File: config.mk
export PLATFORM = sky130hd
export DESIGN_NAME = alu_issue_arbiter
export DESIGN_NICKNAME = d
export VERILOG_FILES = /design/src/rtl/alu_issue_arbiter.sv
export SDC_FILE = /design/constraint.sdc
export NUM_CORES = 1
export LEC_CHECK = 0
export ABC_CLOCK_PERIOD_IN_PS = 9510
export CORE_MARGIN = 3
export CORE_UTILIZATION = 44
export DETAILED_ROUTE_END_ITERATION = 6
export GPL_ROUTABILITY_DRIVEN = 0
export PLACE_DENSITY = 0.92
export SYNTH_ARGS = -nofsm -noshare
export SYNTH_HDL_FRONTEND = slang
export SYNTH_SLANG_ARGS = --single-unit
File: constraint.sdc
create_clock -name clk -period 9.51 [get_ports clk]
set_input_delay 2.853 -clock clk [delete_from_list [all_inputs] [get_ports clk]]
set_output_delay 2.853 -clock clk [all_outputs]
set_load 0.01 [all_outputs]
File: src/rtl/alu_issue_arbiter.sv
// Round-robin issue arbiter feeding one shared single-cycle ALU.
// The result register acts as a one-deep slot drained by the common data bus.
module alu_issue_arbiter #(
    parameter int NUM_REQ = 4,
    parameter int TAG_W   = 4
) (
    input  logic                     clk,
    input  logic                     rst_n,
    input  logic [NUM_REQ-1:0]       req,
    input  logic [NUM_REQ*32-1:0]    req_a,
    input  logic [NUM_REQ*32-1:0]    req_b,
    input  logic [NUM_REQ*4-1:0]     req_op,
    input  logic [NUM_REQ*TAG_W-1:0] req_tag,
    input  logic                     flush,
    input  logic                     cdb_ready,
    output logic [NUM_REQ-1:0]       grant,
    output logic                     out_valid,
    output logic [31:0]              out_result,
    output logic [TAG_W-1:0]         out_tag,
    output logic [2:0]               out_src,
    output logic [15:0]              issue_count
);

    localparam int PTR_W = (NUM_REQ > 1) ? $clog2(NUM_REQ) : 1;

    logic [31:0]      a_arr   [NUM_REQ];
    logic [31:0]      b_arr   [NUM_REQ];
    logic [3:0]       op_arr  [NUM_REQ];
    logic [TAG_W-1:0] tag_arr [NUM_REQ];

    logic [PTR_W-1:0] rr_ptr;
    logic [PTR_W-1:0] win;
    logic [PTR_W-1:0] rr_next;
    logic             found;
    logic             slot_free;
    logic             issue;

    function automatic logic [31:0] alu_eval(input logic [3:0]  op,
                                             input logic [31:0] a,
                                             input logic [31:0] b);
        case (op)
            4'd0:    return a + b;
            4'd1:    return a - b;
            4'd2:    return a & b;
            4'd3:    return a | b;
            default: return 32'd0;
        endcase
    endfunction

    for (genvar i = 0; i < NUM_REQ; i++) begin : g_unpack
        assign a_arr[i]   = req_a[32*i +: 32];
        assign b_arr[i]   = req_b[32*i +: 32];
        assign op_arr[i]  = req_op[4*i +: 4];
        assign tag_arr[i] = req_tag[TAG_W*i +: TAG_W];
    end

    // Cyclic search starting at rr_ptr; first requesting position wins.
    always_comb begin
        logic [PTR_W:0] pos;
        found = 1'b0;
        win   = '0;
        pos   = '0;
        for (int k = 0; k < NUM_REQ; k++) begin
            pos = {1'b0, rr_ptr} + (PTR_W+1)'(k);
            if (pos >= (PTR_W+1)'(NUM_REQ)) begin
                pos = pos - (PTR_W+1)'(NUM_REQ);
            end
            if (!found && req[pos[PTR_W-1:0]]) begin
                found = 1'b1;
                win   = pos[PTR_W-1:0];
            end
        end
    end

    assign slot_free = !out_valid || cdb_ready;
    assign issue     = rst_n && slot_free && !flush && found;
    assign rr_next   = (int'(win) == NUM_REQ - 1) ? '0 : win + PTR_W'(1);

    always_comb begin
        grant = '0;
        if (issue) begin
            grant[win] = 1'b1;
        end
    end

    // Result slot: flush kills, issue loads, drain clears, stall holds.
    always_ff @(posedge clk) begin
        if (!rst_n) begin
            out_valid   <= 1'b0;
            out_result  <= '0;
            out_tag     <= '0;
            out_src     <= '0;
            issue_count <= '0;
            rr_ptr      <= '0;
        end else if (flush) begin
            out_valid <= 1'b0;
        end else if (issue) begin
            out_valid   <= 1'b1;
            out_result  <= alu_eval(op_arr[win], a_arr[win], b_arr[win]);
            out_tag     <= tag_arr[win];
            out_src     <= 3'(win);
            issue_count <= issue_count + 16'd1;
            rr_ptr      <= rr_next;
        end else if (slot_free) begin
            out_valid <= 1'b0;
        end
    end

endmodule

==> summary.md <==
The flow ran to the end, and the final reports show no timing, DRC or antenna violations. The synthesized design spends more area on one cell type than any other, namely sky130_fd_sc_hd__dfxtp_1. The core region is 17700 um^2.

VDD sags by at most 162 uV. Averaged over all synthesized cells, the footprint is 6.69 um^2. For this run, design rule violations remaining after detail routing come to 0. The run gives 0 as the max-slew violation total from the final report. The most common cell in the synthesized netlist is sky130_fd_sc_hd__nand2_1. The total cell area at the placement stage came out at 11800 um^2. In the post-synthesis netlist, the biggest area contributors are sky130_fd_sc_hd__dfxtp_1, sky130_fd_sc_hd__nand2_1, sky130_fd_sc_hd__ha_1, sky130_fd_sc_hd__xnor2_1, sky130_fd_sc_hd__nand3_1. The most common flop cell mapped by yosys is sky130_fd_sc_hd__dfxtp_1. The area enclosed by the die boundary is 20000 um^2. In the final routed layout, each cell accounts on average for 20.5 um.

The final net count was 1837. The tools report the number of max-capacitance violations reported as 0. Post-place setup slack: 459 ps. Initial core utilization: 45.7%. The logs give 3 for the count of H-tree levels built during CTS and 1732 for the number of non-filler instances in the completed layout. The number of buffers created by CTS came out at 9. Minimum period implied by the final worst setup slack: 8900 ps. For this run, the detailed router's first-pass iteration total came to 6. After the first detailed-routing iteration, the DRC count stood at 967.

The tools report the type of element launching the critical path as an input port. After routing the design area is 12100 um^2. Wires add up to 35500 um.

Of the synthesized area, sequential elements account for 14.1%. TritonCTS built the clock tree. Ranked by instance count, the synthesized netlist is headed by sky130_fd_sc_hd__nand2_1, sky130_fd_sc_hd__nand3_1, sky130_fd_sc_hd__clkbuf_1, sky130_fd_sc_hd__o21ai_0, sky130_fd_sc_hd__dfxtp_1. Clock-pin slew was measured on the worst setup and hold paths at 50 ps. The share of synthesized area in the top cell type comes to 14.1%.

After clock tree synthesis, the setup repair step added 0 buffers. After detailed routing, the number of vias per cell comes to 6.15. In this run the worst hold path is classified as reg2reg.

The tools report the critical path capture point type as a register. Counting flops with a built-in enable in the synthesized netlist gives 0. Including well taps, the total number of placed cells is 1715.

The critical path required time came out at 9770 ps. The run gives 0 as the number of cells upsized or downsized after cts. The actual slew at the worst max-slew pin works out to 906 ps.

The number of global-route vias before repair is 9872. Row generation in the floorplan step produced 48 rows. For the worst setup skew after layout, the log shows 7.41 ps. The share of flip-flops with an asynchronous set or reset was 0%.

Number of sinks driven by the clock tree: 57. The total overflow left after global routing is 0. The logs give 0 for the count of final hold-check violations and 53500 um for the wire length of the first global-routing pass. The die boundary width works out to 141 um. On the final layout, the worst hold slack is 464 ps. Maximum buffer depth of the clock tree: 2. At the later pin of the worst-skew pair, clock insertion delay measures 320 ps. The post-route netlist has 5.25% of its cells at a drive strength greater than 1. The cell area after synthesis was 8070 um^2; the number of nets with antenna violations after detailed routing was 0. Static timing analysis puts the maximum clock frequency at 0.112 GHz. In the final layout, the multi-input gates occupy 6490 um^2.

The part of the cycle the worst path needs was 93.5%. The tree is rooted in a sky130_fd_sc_hd__clkbuf_16. In this run the worst path has a maximum fanout of 25. The worst pin sits at a relative slew slack of 39.6%.

The power per standard cell area is 153 nW/um^2, and the post-layout utilization of the core is 68.7%. Entering global routing, the biggest net connects 85 pins. The detailed-placement wirelength estimate was 28900 um; the aggregate global-route resource usage was 33.3%. The number of standard cells after synthesis came out at 1206. The number of setup violations in the final report came out at 0. The number of hold-repair buffers added at the cts stage is 0. The logs give 4.77 nW for the static leakage and 356 for the number of top-level pins. The initial antenna violation count is 1.

Setup repair after global routing left no endpoint under its margin. For the accumulated negative setup slack, the log shows 0 ps. The class of the most critical setup path was in2reg. The post-synthesis register bit count is 57. Data arrives at the worst endpoint at 9160 ps. Total chip power: 1.86 mW. Across the whole layout, storage elements account for 1140 um^2. Measured along the y axis, the die boundary spans 141 um. The number of buffers added on ports was 354; the post-synth net total was 1542. The final route contains 10.6k vias. In this run, distinct cell masters in the synthesized netlist total 69.

From synthesis to final layout, the design area changed by 50.2%. The tools report the count of yosys warnings during synthesis as 0. After filler insertion, the fill cell instance count of the layout stands at 1435. The worst path meets setup with 615 ps of slack.
## layout by cell type, fill, tap and decap left out, types with 8 or more instances in the layout
cell                              Yosys  layout
sky130_fd_sc_hd__nand2_1            239     239
sky130_fd_sc_hd__a21oi_1             48      48
sky130_fd_sc_hd__or3_1                8       8
sky130_fd_sc_hd__a21o_1              15      15
sky130_fd_sc_hd__buf_4                1      26
sky130_fd_sc_hd__a211oi_1            40      40
sky130_fd_sc_hd__o21ai_0             64      64
sky130_fd_sc_hd__a32oi_1             20      20
sky130_fd_sc_hd__xnor2_1             47      47
sky130_fd_sc_hd__a31oi_1             26      26
sky130_fd_sc_hd__maj3_1              22      22
sky130_fd_sc_hd__a22oi_1             14      14
sky130_fd_sc_hd__nor4_1              45      44
sky130_fd_sc_hd__mux2i_1             18      17
sky130_fd_sc_hd__and2_1              22      22
sky130_fd_sc_hd__inv_1               16      15
sky130_fd_sc_hd__nand4_1              9       9
sky130_fd_sc_hd__and3_1              41      41
sky130_fd_sc_hd__nand2b_1            31      31
sky130_fd_sc_hd__nor2b_1             25      25
sky130_fd_sc_hd__a31o_2               9       9
sky130_fd_sc_hd__ha_1                39      39
sky130_fd_sc_hd__dfxtp_1             57      57
sky130_fd_sc_hd__clkbuf_16            0       9
sky130_fd_sc_hd__clkdlybuf4s50_1      0     354
sky130_fd_sc_hd__nor2_1              43      41
sky130_fd_sc_hd__a21boi_0             9       9
sky130_fd_sc_hd__nand3_1             82      82
sky130_fd_sc_hd__xor2_1              23      23
## cells by family (layout without fill, tap and decap cells)
kind of cell / after synthesis / after routing / synth area share (%)
AOI/OAI and AO/OA: 309 / 309 / 26.2
xor gates and xnor gates: 70 / 70 / 7.59
adders and majority gates: 62 / 62 / 9.02
buffers and inverters: 117 / 417 / 5.95
DFF: 57 / 57 / 14.1
muxes: 22 / 22 / 2.79
other: 1 / 2 / 0.0464
and+or+nand+nor: 568 / 568 / 34.3
## power breakdown
group	total (mW)	switching [mW]	internal, mW
combinational	1.23	0.689	0.541
clock	0.367	0.105	0.262
sequential	0.261	0.00835	0.253
## metal layers
layer / global-route usage, % / share of wire (%)
met3: 8.43 / 12
met1: 41.3 / 38
met2: 54.5 / 45
met5: 0 / 0
met4: 14.8 / 5.2
## worst max-delay path, stage by stage
cell and delay [ps]:
sky130_fd_sc_hd__clkdlybuf4s50_1 520, sky130_fd_sc_hd__nor2b_1 180, sky130_fd_sc_hd__buf_4 260, sky130_fd_sc_hd__a211o_1 160, sky130_fd_sc_hd__buf_4 220, sky130_fd_sc_hd__nand2_1 110, sky130_fd_sc_hd__inv_2 350, sky130_fd_sc_hd__a32o_1 360
sky130_fd_sc_hd__inv_2 80, sky130_fd_sc_hd__nor4_1 340, sky130_fd_sc_hd__nand4_1 290, sky130_fd_sc_hd__or2_1 340, sky130_fd_sc_hd__o21ai_0 200, sky130_fd_sc_hd__xor2_1 110, sky130_fd_sc_hd__ha_1 420, sky130_fd_sc_hd__nand2_1 100
sky130_fd_sc_hd__nor2_1 240, sky130_fd_sc_hd__or4b_1 460, sky130_fd_sc_hd__a21oi_1 140, sky130_fd_sc_hd__nor2_1 110, sky130_fd_sc_hd__o31ai_1 470, sky130_fd_sc_hd__a21o_1 210, sky130_fd_sc_hd__a21oi_1 70, sky130_fd_sc_hd__nor4b_1 390
sky130_fd_sc_hd__a211o_1 160
## cell type report
cell class              count  area share, %
flip-flops and latches     57           9.41
multi-input cells        1032           53.5
clock buffers              11           2.00
clock inverters             5          0.846
inverters                  18          0.557
repair buffers            383           31.3
well taps                 225           2.32
diodes                      1         0.0206
## flip-flops by register name, summed over array words and instances (netlist names)
| signal | flops |
|---|---|
| issue_count | 16 |
| out_result | 32 |
| out_tag | 4 |
| out_valid | 1 |
| rr_ptr | 2 |
| out_src | 2 |
## worst paths after layout
check	start	end	slack, ps	cells past startpoint
worst max-delay path	req[2]	out_result[29]	610	25
worst min-delay path	out_tag[2]	out_tag[2]	460	2
worst max register to register	rr_ptr[1]	out_result[29]	3230	21
worst min register to register	out_tag[2]	out_tag[2]	460	2
Power figures use the tool's default switching activity.
